==> config.mk <==
export PLATFORM = sky130hd
export DESIGN_NAME = rival_traffic_engine
export DESIGN_NICKNAME = d
export VERILOG_FILES = /design/src/rtl/rival_traffic_engine.sv
export SDC_FILE = /design/constraint.sdc
export NUM_CORES = 1
export LEC_CHECK = 0
export ABC_AREA = 0
export CORE_MARGIN = 2
export CORE_UTILIZATION = 41
export CTS_BUF_LIST = sky130_fd_sc_hd__clkbuf_8
export CTS_CLUSTER_DIAMETER = 150
export DETAILED_ROUTE_END_ITERATION = 8
export PLACE_DENSITY = 0.59
export SYNTH_ARGS = -nofsm -noshare
export SYNTH_HDL_FRONTEND = slang
export SYNTH_SLANG_ARGS = --single-unit
export TNS_END_PERCENT = 20
==> constraint.sdc <==
create_clock -name clk -period 6.9 [get_ports clk]
set_input_delay 1.38 -clock clk [delete_from_list [all_inputs] [get_ports clk]]
set_output_delay 1.38 -clock clk [all_outputs]
set_load 0.005 [all_outputs]
==> src/rtl/rival_traffic_engine.sv <==
// Multi-rival traffic generator: LFSR lane spawning, tick scrolling, despawn scoring, player crash detect.
// Latency: pixel query registered 1 cycle after hor_pix/ver_pix; no backpressure, free-running.
module rival_traffic_engine #(
    parameter int         PIX_W          = 10,
    parameter int         NUM_RIVALS     = 4,
    parameter int         OFFSET_BG_X    = 200,
    parameter int         OFFSET_BG_Y    = 150,
    parameter int         BG_H           = 240,
    parameter int         CAR_W          = 14,
    parameter int         CAR_H          = 16,
    parameter int         ROAD_LEFT      = 44,
    parameter int         ROAD_RIGHT     = 104,
    parameter int         SPEED          = 2,
    parameter int         MOVE_COUNT_MAX = 1680000,
    parameter int         SPAWN_GAP      = 20,
    parameter logic [7:0] LFSR_SEED      = 8'hF3,
    parameter int         SCORE_W        = 16
) (
    input  logic                  clk,
    input  logic                  rst_n,
    input  logic                  start,
    input  logic [PIX_W-1:0]      player_x,
    input  logic [PIX_W-1:0]      player_y,
    input  logic [PIX_W-1:0]      hor_pix,
    input  logic [PIX_W-1:0]      ver_pix,
    output logic                  rival_on,
    output logic [7:0]            rival_rom_addr,
    output logic [2:0]            rival_idx,
    output logic                  collision,
    output logic [SCORE_W-1:0]    score,
    output logic [NUM_RIVALS-1:0] active_mask
);
    localparam int CW  = PIX_W + 1;
    localparam int TCW = (MOVE_COUNT_MAX > 0) ? $clog2(MOVE_COUNT_MAX + 1) : 1;
    localparam int GCW = (SPAWN_GAP > 1) ? $clog2(SPAWN_GAP) : 1;
    localparam int LANE_BASE = OFFSET_BG_X + ROAD_LEFT;
    localparam int LANE_SPAN = ROAD_RIGHT - ROAD_LEFT + 1;
    localparam logic [CW-1:0] DESPAWN_Y = CW'(OFFSET_BG_Y + BG_H + CAR_H);

    typedef enum logic [1:0] {IDLE, RUN, CRASH} state_t;

    state_t                 state, state_nxt;
    logic [7:0]             lfsr;
    logic [TCW-1:0]         tick_cnt;
    logic [GCW-1:0]         gap_cnt, gap_nxt;
    logic [PIX_W-1:0]       pos_x [NUM_RIVALS];
    logic [PIX_W-1:0]       pos_y [NUM_RIVALS];
    logic [PIX_W-1:0]       x_nxt [NUM_RIVALS];
    logic [PIX_W-1:0]       y_nxt [NUM_RIVALS];
    logic [CW-1:0]          y_adv [NUM_RIVALS];
    logic [NUM_RIVALS-1:0]  active, act_nxt, spawn_oh;
    logic [3:0]             despawn_cnt;
    logic [SCORE_W:0]       score_sum;
    logic [SCORE_W-1:0]     score_nxt;
    logic [7:0]             lane_off;
    logic [PIX_W-1:0]       lane_x;
    logic [CW-1:0]          px, py, hx, vy;
    logic                   tick, spawn_now, hit;
    logic                   q_hit;
    logic [7:0]             q_addr;
    logic [2:0]             q_idx;

    assign px = CW'(player_x);
    assign py = CW'(player_y);
    assign hx = CW'(hor_pix);
    assign vy = CW'(ver_pix);

    assign lane_off  = lfsr % 8'(LANE_SPAN);
    assign lane_x    = PIX_W'(CW'(LANE_BASE) + CW'(lane_off));
    assign tick      = (state == RUN) && (tick_cnt == TCW'(MOVE_COUNT_MAX));
    // Lowest clear bit of the occupancy vector selects the spawn slot.
    assign spawn_oh  = ~active & (active + 1'b1);
    assign spawn_now = tick && (gap_cnt == '0) && (|spawn_oh);
    assign active_mask = active;

    // FSM: state register / next state / outputs
    always_ff @(posedge clk or negedge rst_n) begin
        if (!rst_n) state <= IDLE;
        else        state <= state_nxt;
    end

    always_comb begin
        state_nxt = state;
        case (state)
            IDLE:    if (start) state_nxt = RUN;
            RUN:     if (start) state_nxt = RUN; else if (hit) state_nxt = CRASH;
            CRASH:   if (start) state_nxt = RUN;
            default: state_nxt = IDLE;
        endcase
    end

    always_comb collision = (state == CRASH);

    always_comb begin
        for (int i = 0; i < NUM_RIVALS; i++) y_adv[i] = CW'(pos_y[i]) + CW'(SPEED);
    end

    always_comb begin
        act_nxt     = active;
        despawn_cnt = '0;
        gap_nxt     = gap_cnt;
        for (int i = 0; i < NUM_RIVALS; i++) begin
            x_nxt[i] = pos_x[i];
            y_nxt[i] = pos_y[i];
            if (tick && active[i]) begin
                if (y_adv[i] >= DESPAWN_Y) begin
                    act_nxt[i]  = 1'b0;
                    despawn_cnt = despawn_cnt + 4'd1;
                end else begin
                    y_nxt[i] = y_adv[i][PIX_W-1:0];
                end
            end
            if (spawn_now && spawn_oh[i]) begin
                act_nxt[i] = 1'b1;
                x_nxt[i]   = lane_x;
                y_nxt[i]   = PIX_W'(OFFSET_BG_Y);
            end
        end
        if (spawn_now)                  gap_nxt = GCW'(SPAWN_GAP - 1);
        else if (tick && gap_cnt != '0) gap_nxt = gap_cnt - 1'b1;
    end

    assign score_sum = {1'b0, score} + (SCORE_W+1)'(despawn_cnt);
    assign score_nxt = score_sum[SCORE_W] ? '1 : score_sum[SCORE_W-1:0];

    always_comb begin
        hit = 1'b0;
        for (int i = 0; i < NUM_RIVALS; i++) begin
            if (active[i] && (px < CW'(pos_x[i]) + CW'(CAR_W)) && (CW'(pos_x[i]) < px + CW'(CAR_W))
                && (py < CW'(pos_y[i])) && (CW'(pos_y[i]) - CW'(CAR_H) < py + CW'(CAR_H)))
                hit = 1'b1;
        end
    end

    // Walk from the top index down so the lowest matching slot is the one left standing.
    always_comb begin
        q_hit  = 1'b0;
        q_idx  = '0;
        q_addr = '0;
        for (int i = NUM_RIVALS - 1; i >= 0; i--) begin
            if (active[i] && hx >= CW'(pos_x[i]) && hx < CW'(pos_x[i]) + CW'(CAR_W)
                && vy >= CW'(pos_y[i]) - CW'(CAR_H) && vy < CW'(pos_y[i])) begin
                q_hit  = 1'b1;
                q_idx  = 3'(i);
                q_addr = 8'(hx - CW'(pos_x[i])) + 8'(CW'(CAR_W) * (vy - (CW'(pos_y[i]) - CW'(CAR_H))));
            end
        end
    end

    always_ff @(posedge clk or negedge rst_n) begin
        if (!rst_n) begin
            rival_on       <= 1'b0;
            rival_rom_addr <= '0;
            rival_idx      <= '0;
        end else begin
            rival_on <= q_hit;
            if (q_hit) begin
                rival_rom_addr <= q_addr;
                rival_idx      <= q_idx;
            end
        end
    end

    always_ff @(posedge clk or negedge rst_n) begin
        if (!rst_n) begin
            lfsr     <= LFSR_SEED;
            tick_cnt <= '0;
            gap_cnt  <= '0;
            active   <= '0;
            score    <= '0;
            for (int i = 0; i < NUM_RIVALS; i++) begin
                pos_x[i] <= '0;
                pos_y[i] <= '0;
            end
        end else begin
            lfsr <= {lfsr[6:0], lfsr[7] ^ lfsr[5] ^ lfsr[4] ^ lfsr[2]};
            if (start) begin
                tick_cnt <= '0;
                gap_cnt  <= '0;
                active   <= '0;
                score    <= '0;
            end else if (state == RUN) begin
                tick_cnt <= tick ? '0 : tick_cnt + 1'b1;
                gap_cnt  <= gap_nxt;
                active   <= act_nxt;
                score    <= score_nxt;
                for (int i = 0; i < NUM_RIVALS; i++) begin
                    pos_x[i] <= x_nxt[i];
                    pos_y[i] <= y_nxt[i];
                end
            end
        end
    end

endmodule

==> run summary, run 1 <==
Status: finished, final reports clean
Share of cells above drive strength 1: 3.62%
Drt pass-1 iters: 5
Fin crit period: 6.26 ns
WL final: 52800 microns
H-tree depth: 4
Max Fanout on Critical Path: 12
Vias/cell: 5.67
Die height: 213 microns
Setup TNS: 0 ns
Setup Viol. Count Final: 0
CP startpoint: pos_y[32]
Post-synth EDFFs: 0
CP peak stage delay: 0.51 ns
Count of final hold-check violations: 0
CP endpoint kind: flip-flop
Share of flip-flops with an asynchronous set or reset: 100%
Diode count: 0
Slew Limit Headroom: 19.3%
Top-Level Pins: 76
Register-to-Register Path Depth: 28
Post-Syn Instances: 2106
Synth Cell Area: 18000 sq um
Hold path start: lfsr[6]
Post-CTS Setup Bufs: 0
Clock power frac: 26.6%
Largest net degree at the start of global routing: 59
Hold-fix buffers, CTS: 0
Vias in the first global route: 15600
GRT Overall Usage: 23.9%
Max-cap violations: 0
Placed cell count: 2733
Slew Viols, Final: 0
Worst reg2reg path startpoint: pos_y[32]
Yosys reg bits: 139
Yosys Warn Count: 0
CTS tree: done
Worst EP required: 7.37 ns
Post-DRT Antenna Nets: 0
WP data arrival: 6.73 ns
Synth Flop Type: dfrtp_1
IO buf count: 74
Share of power burned in registers: 28.6%
First-pass GRT wire length: 83400 microns
Total congestion overflow: 0
Hpwl dp: 42700 microns
Skew-Pair Late Insertion Delay: 0.57 ns
GR Layer Usage met1: 30.3%
PD cells: 147 nW/um^2
Worst path slowest cell: dfrtp_1
Non-Filler Instances: 2765
Mean Syn Cell Area: 8.53 sq um
Logic gate share of total power: 44.9%
Hold Path Depth: 0
WL/cell: 19.1 microns
Starting Density: 41.6%
Total Nets Final: 2618
Gpl congestion: 0.893
Most frequent cells in the layout: 355 x ha_1, 190 x inv_1, 176 x o21ai_0, 137 x a21oi_1, 135 x nand2_1
Post-route DRC: 0
Initial DRC Count: 988
Int Power: 1780 uW
Total CTS buffers: 17
Post-cts resize count: 0
Yosys cell types: 83
Worst Max-Slew Pin Slew: 1.21 ns
Fmax: 160 MHz
Core area: 43200 sq um
Antenna violations before repair: 1
Clock Skews: 0.0197 ns
Met2 GRT Util: 40.6%
Final period utilization: 90.7%
Via count: 15700
Hold/Removal Path Class: flip-flop to flip-flop
Crit path kind: flip-flop to flip-flop
Met3 Track Usage GR: 3.97%
CTS Root Cell: clkbuf_8
Post-synthesis sequential area ratio: 19.4%
Most common cell after layout, fill and taps aside: ha_1
Reg clk slew, reported paths: 0.11 ns
CTS Sinks: 139
Clock Path Buffers: 2
Switching Share: 39.0%
Pleak: 0.00915 uW
Max VDD drop: 121 uV
Fill cell count: 4328
Most Crowded Layer GR: met2
RSZ-0062 raised after global routing: false
Psw: 1140 uW
Std cell rows: 76
Chip Width: 213 microns
Synth-to-Final Area Change: 10.3%
Die area: 45500 sq um
Setup crit start kind: flip-flop
[power groups by stage]
stage / sequential [uW] / clock [uW] / combinational [uW]
2_1_floorplan: 847 / 0 / 979
3_3_place_gp: 848 / 0 / 1270
3_5_place_dp: 849 / 0 / 1300
4_1_cts: 833 / 805 / 1310
5_1_grt: 835 / 832 / 1460
6_report: 833 / 774 / 1310
[flip-flops by register name (all words and copies together), names as in the netlist]
signal and count:
pos_x 36, pos_y 36, tick_cnt 21, score 16
lfsr 8, rival_rom_addr 8, gap_cnt 5, active_mask 4
rival_idx 2, state 2, rival_on 1
[cells by family (layout without fill, tap and decap cells)]
family                   count (synthesis)  count (layout)  share of synthesized area, %
flip-flops                             139             139                          19.4
AO/OA/AOI/OAI                          571             571                          19.9
other                                    2               5                        0.0418
XOR/XNOR                               158             158                          7.75
adder cells (fa/ha/maj)                409             409                          30.7
AND/OR/NAND/NOR                        557             557                          15.5
multiplexers                            27              27                          1.59
buffers and inverters                  243             314                          5.11
[worst paths after layout]
kind	end	slack [ns]
setup / recovery	score[2]	0.64
hold / removal	lfsr[7]	0.40
setup reg to reg	score[2]	0.64
hold reg to reg	lfsr[7]	0.40
max in group asynchronous	pos_x[26]	4.96
min in group asynchronous	rival_idx[0]	0.76
[layout make-up]
class                   count  area [sq um]  share of cell area (%)
multi-input cells        1727         13600                    68.5
well taps                 585           732                    3.70
clock inverters            15           198                   0.998
inverters                 192           721                    3.64
repair buffers             90           862                    4.35
flip-flops and latches    139          3490                    17.6
clock buffers              17           234                    1.18
[stage by stage]
step                      total power (uW)  util (%)  hold slack (ns)  instance area (sq um)  setup WS [ns]
final                                 2920      45.9            0.398                  19800          0.641
after global placement                2120      44.9            0.385                  19400          0.554
after global routing                  3130      45.9            0.406                  19800         0.0941
after detailed placement              2150      44.9            0.388                  19400          0.503
after floorplan                       1830         -            0.375                  18000           1.13
after CTS                             2950      45.9            0.401                  19800          0.638
[synthesized netlist by cell type, drive strengths merged (24+ instances only)]
master | n | share of area (%)
a211oi | 31 | 1.3
a21o | 61 | 2.5
a21oi | 137 | 3.8
and3 | 35 | 1.2
clkbuf | 48 | 1.0
dfrtp | 133 | 19
fa | 53 | 5.9
ha | 355 | 25
inv | 191 | 4.0
nand2 | 135 | 2.8
nand2b | 31 | 1.1
nand3 | 70 | 2.0
nor2 | 120 | 2.5
nor3 | 47 | 1.3
o211ai | 24 | 1.0
o21a | 26 | 1.1
o21ai | 181 | 5.0
xnor2 | 115 | 5.7
xor2 | 43 | 2.1
[metal layers]
metal  wire (microns)  vias to the layer above
met2            25200                      333
met4             1760                        4
met5               22                        -
met3             2430                       77
li1                 -                     7690
met1            23400                     7571
[critical path: cells and delay by family, from the launching register on]
kind | cells | cell delay [ns]
DFF | 1 | 0.51
and+or+nand+nor | 10 | 1.64
buffers and inverters | 2 | 0.12
AOI/OAI and AO/OA | 8 | 1.68
adders and majority gates | 5 | 1.59
muxes | 2 | 0.43
xor gates and xnor gates | 1 | 0.18
(Power assumes the default switching activity.)
==> run 2: changes to the inputs <==
- DONT_BUFFER_PORTS: default -> 1
- PLACE_DENSITY: 0.59 -> 0.56
==> run summary, run 2 (synthesized netlist as in run 1, its figures left out) <==
Hpwl dp: 42300 microns
GR Layer Usage met1: 30.6%
IO buf count: 0
Clock power frac: 26.6%
Chip Width: 213 microns
CTS tree: done
Register-to-Register Path Depth: 30
Setup crit start kind: flip-flop
Max-cap violations: 0
Worst EP required: 7.38 ns
Hold EP: lfsr[7]
Most frequent cells in the layout: 355 x ha_1, 190 x inv_1, 176 x o21ai_0, 137 x a21oi_1, 134 x nand2_1
Die height: 213 microns
Top-Level Pins: 76
Clock Skews: 0.0284 ns
Slew Viols, Final: 0
Setup TNS: 0 ns
Max VDD drop: 145 uV
Core area: 43200 sq um
Fin crit period: 6.20 ns
Psw: 1100 uW
WP data arrival: 6.68 ns
Largest net degree at the start of global routing: 140
Skew-Pair Late Insertion Delay: 0.57 ns
Post-route DRC: 0
Drt pass-1 iters: 7
Worst Max-Slew Pin Slew: 1.08 ns
First-pass GRT wire length: 82600 microns
Count of final hold-check violations: 0
Share of power burned in registers: 29.7%
Std cell rows: 76
Met2 GRT Util: 41.2%
WL final: 52300 microns
Pleak: 0.00883 uW
Gpl congestion: 0.870
Reg clk slew, reported paths: 0.11 ns
Share of cells above drive strength 1: 3.48%
Area of the multi-input gates: 13600 sq um
Die area: 45500 sq um
CP endpoint kind: flip-flop
Int Power: 1720 uW
Crit path kind: flip-flop to flip-flop
Synth-to-Final Area Change: 5.88%
Total congestion overflow: 0
H-tree depth: 4
Fmax: 161 MHz
Total Nets Final: 2537
Starting Density: 41.6%
Most common cell after layout, fill and taps aside: ha_1
Setup Viol. Count Final: 0
Diode count: 0
Hold path start: lfsr[6]
Fin Hold WS: 0.403 ns
WL/cell: 19.5 microns
Post-CTS Setup Bufs: 0
Switching Share: 38.9%
CTS Sinks: 139
PD cells: 148 nW/um^2
Final period utilization: 89.9%
Hold-fix buffers, CTS: 0
Register Area: 3490 sq um
R2R setup slack: 0.70 ns
Worst path slowest cell: dfrtp_2
Hold Path Depth: 0
Total CTS buffers: 17
Hold/Removal Path Class: flip-flop to flip-flop
Status: finished, final reports clean
Vias in the first global route: 15100
Logic gate share of total power: 43.8%
Max Fanout on Critical Path: 12
RSZ-0062 raised after global routing: false
Via count: 15200
CP peak stage delay: 0.44 ns
Worst reg2reg path startpoint: pos_y[31]
Clock Path Buffers: 2
Slew Limit Headroom: 27.2%
Vias/cell: 5.67
Post-cts resize count: 0
Met3 Track Usage GR: 4.15%
CTS Root Cell: clkbuf_8
Antenna violations before repair: 0
Top Registers: pos_x x36, pos_y x36, tick_cnt x21
GRT Overall Usage: 23.7%
Worst r2r dst: score[1]
Initial DRC Count: 933
Post-DRT Antenna Nets: 0
Fill cell count: 4335
Most Crowded Layer GR: met2
[run 2: cell types whose count changed in the layout (fill, tap and decap cells not counted), sizes merged]
cell           change
inv                -3
clkinv             +3
bufinv             -1
clkinvlp           +1
buf                -8
clkdlybuf4s50     -73
[run 2: worst max path at each step]
stage               startpoint  slack (ns)       end  cells past startpoint
floorplan            pos_y[31]        1.13  score[3]                     30
global placement     pos_y[31]        0.65  score[1]                     30
detailed placement   pos_y[31]        0.50  score[2]                     30
CTS                  pos_y[31]        0.47  score[1]                     30
global route         pos_y[31]        0.10  score[1]                     30
finish               pos_y[31]        0.70  score[1]                     30
[run 2: power groups by stage]
stage          Combinational, uW  Sequential [uW]  Clock, uW
2_1_floorplan                979              847          0
3_3_place_gp                1200              851          0
3_5_place_dp                1230              852          0
4_1_cts                     1240              836        784
5_1_grt                     1380              837        813
6_report                    1230              836        748
[run 2: per-stage QoR]
step / setup WS, ns / util, % / std cells / power [uW] / instance area, sq um
3_5_place_dp: 0.498 / 43.0 / 2652 / 2080 / 18600
4_1_cts: 0.474 / 44.0 / 2684 / 2860 / 19000
6_report: 0.697 / 44.0 / 2684 / 2820 / 19000
3_3_place_gp: 0.648 / 43.0 / 2652 / 2050 / 18600
2_1_floorplan: 1.13 / - / 2109 / 1830 / 18000
5_1_grt: 0.104 / 44.0 / 2684 / 3030 / 19000
[run 2: metal layers]
| layer | part of all wire [%] | wire length, microns |
|---|---|---|
| met4 | 1.2 | 608 |
| met5 | 0 | 0 |
| met2 | 49 | 25500 |
| met3 | 3.9 | 2030 |
| met1 | 46 | 24100 |
[run 2: final cells by class]
cell class / instances / share of cell area (%)
clock buffers: 17 / 1.23
clock inverters: 15 / 1.06
inverters: 192 / 3.79
multi-input cells: 1727 / 71.4
flip-flops and latches: 139 / 18.3
well taps: 585 / 3.85
repair buffers: 9 / 0.355
[run 2: critical path: cells and delay by family, from the launching register on]
family,cells,cell delay [ns]
fa+ha+maj,5,1.62
flops,1,0.44
simple gates,11,1.57
compound gates,8,1.59
buf+inv,4,0.45
mux,2,0.43
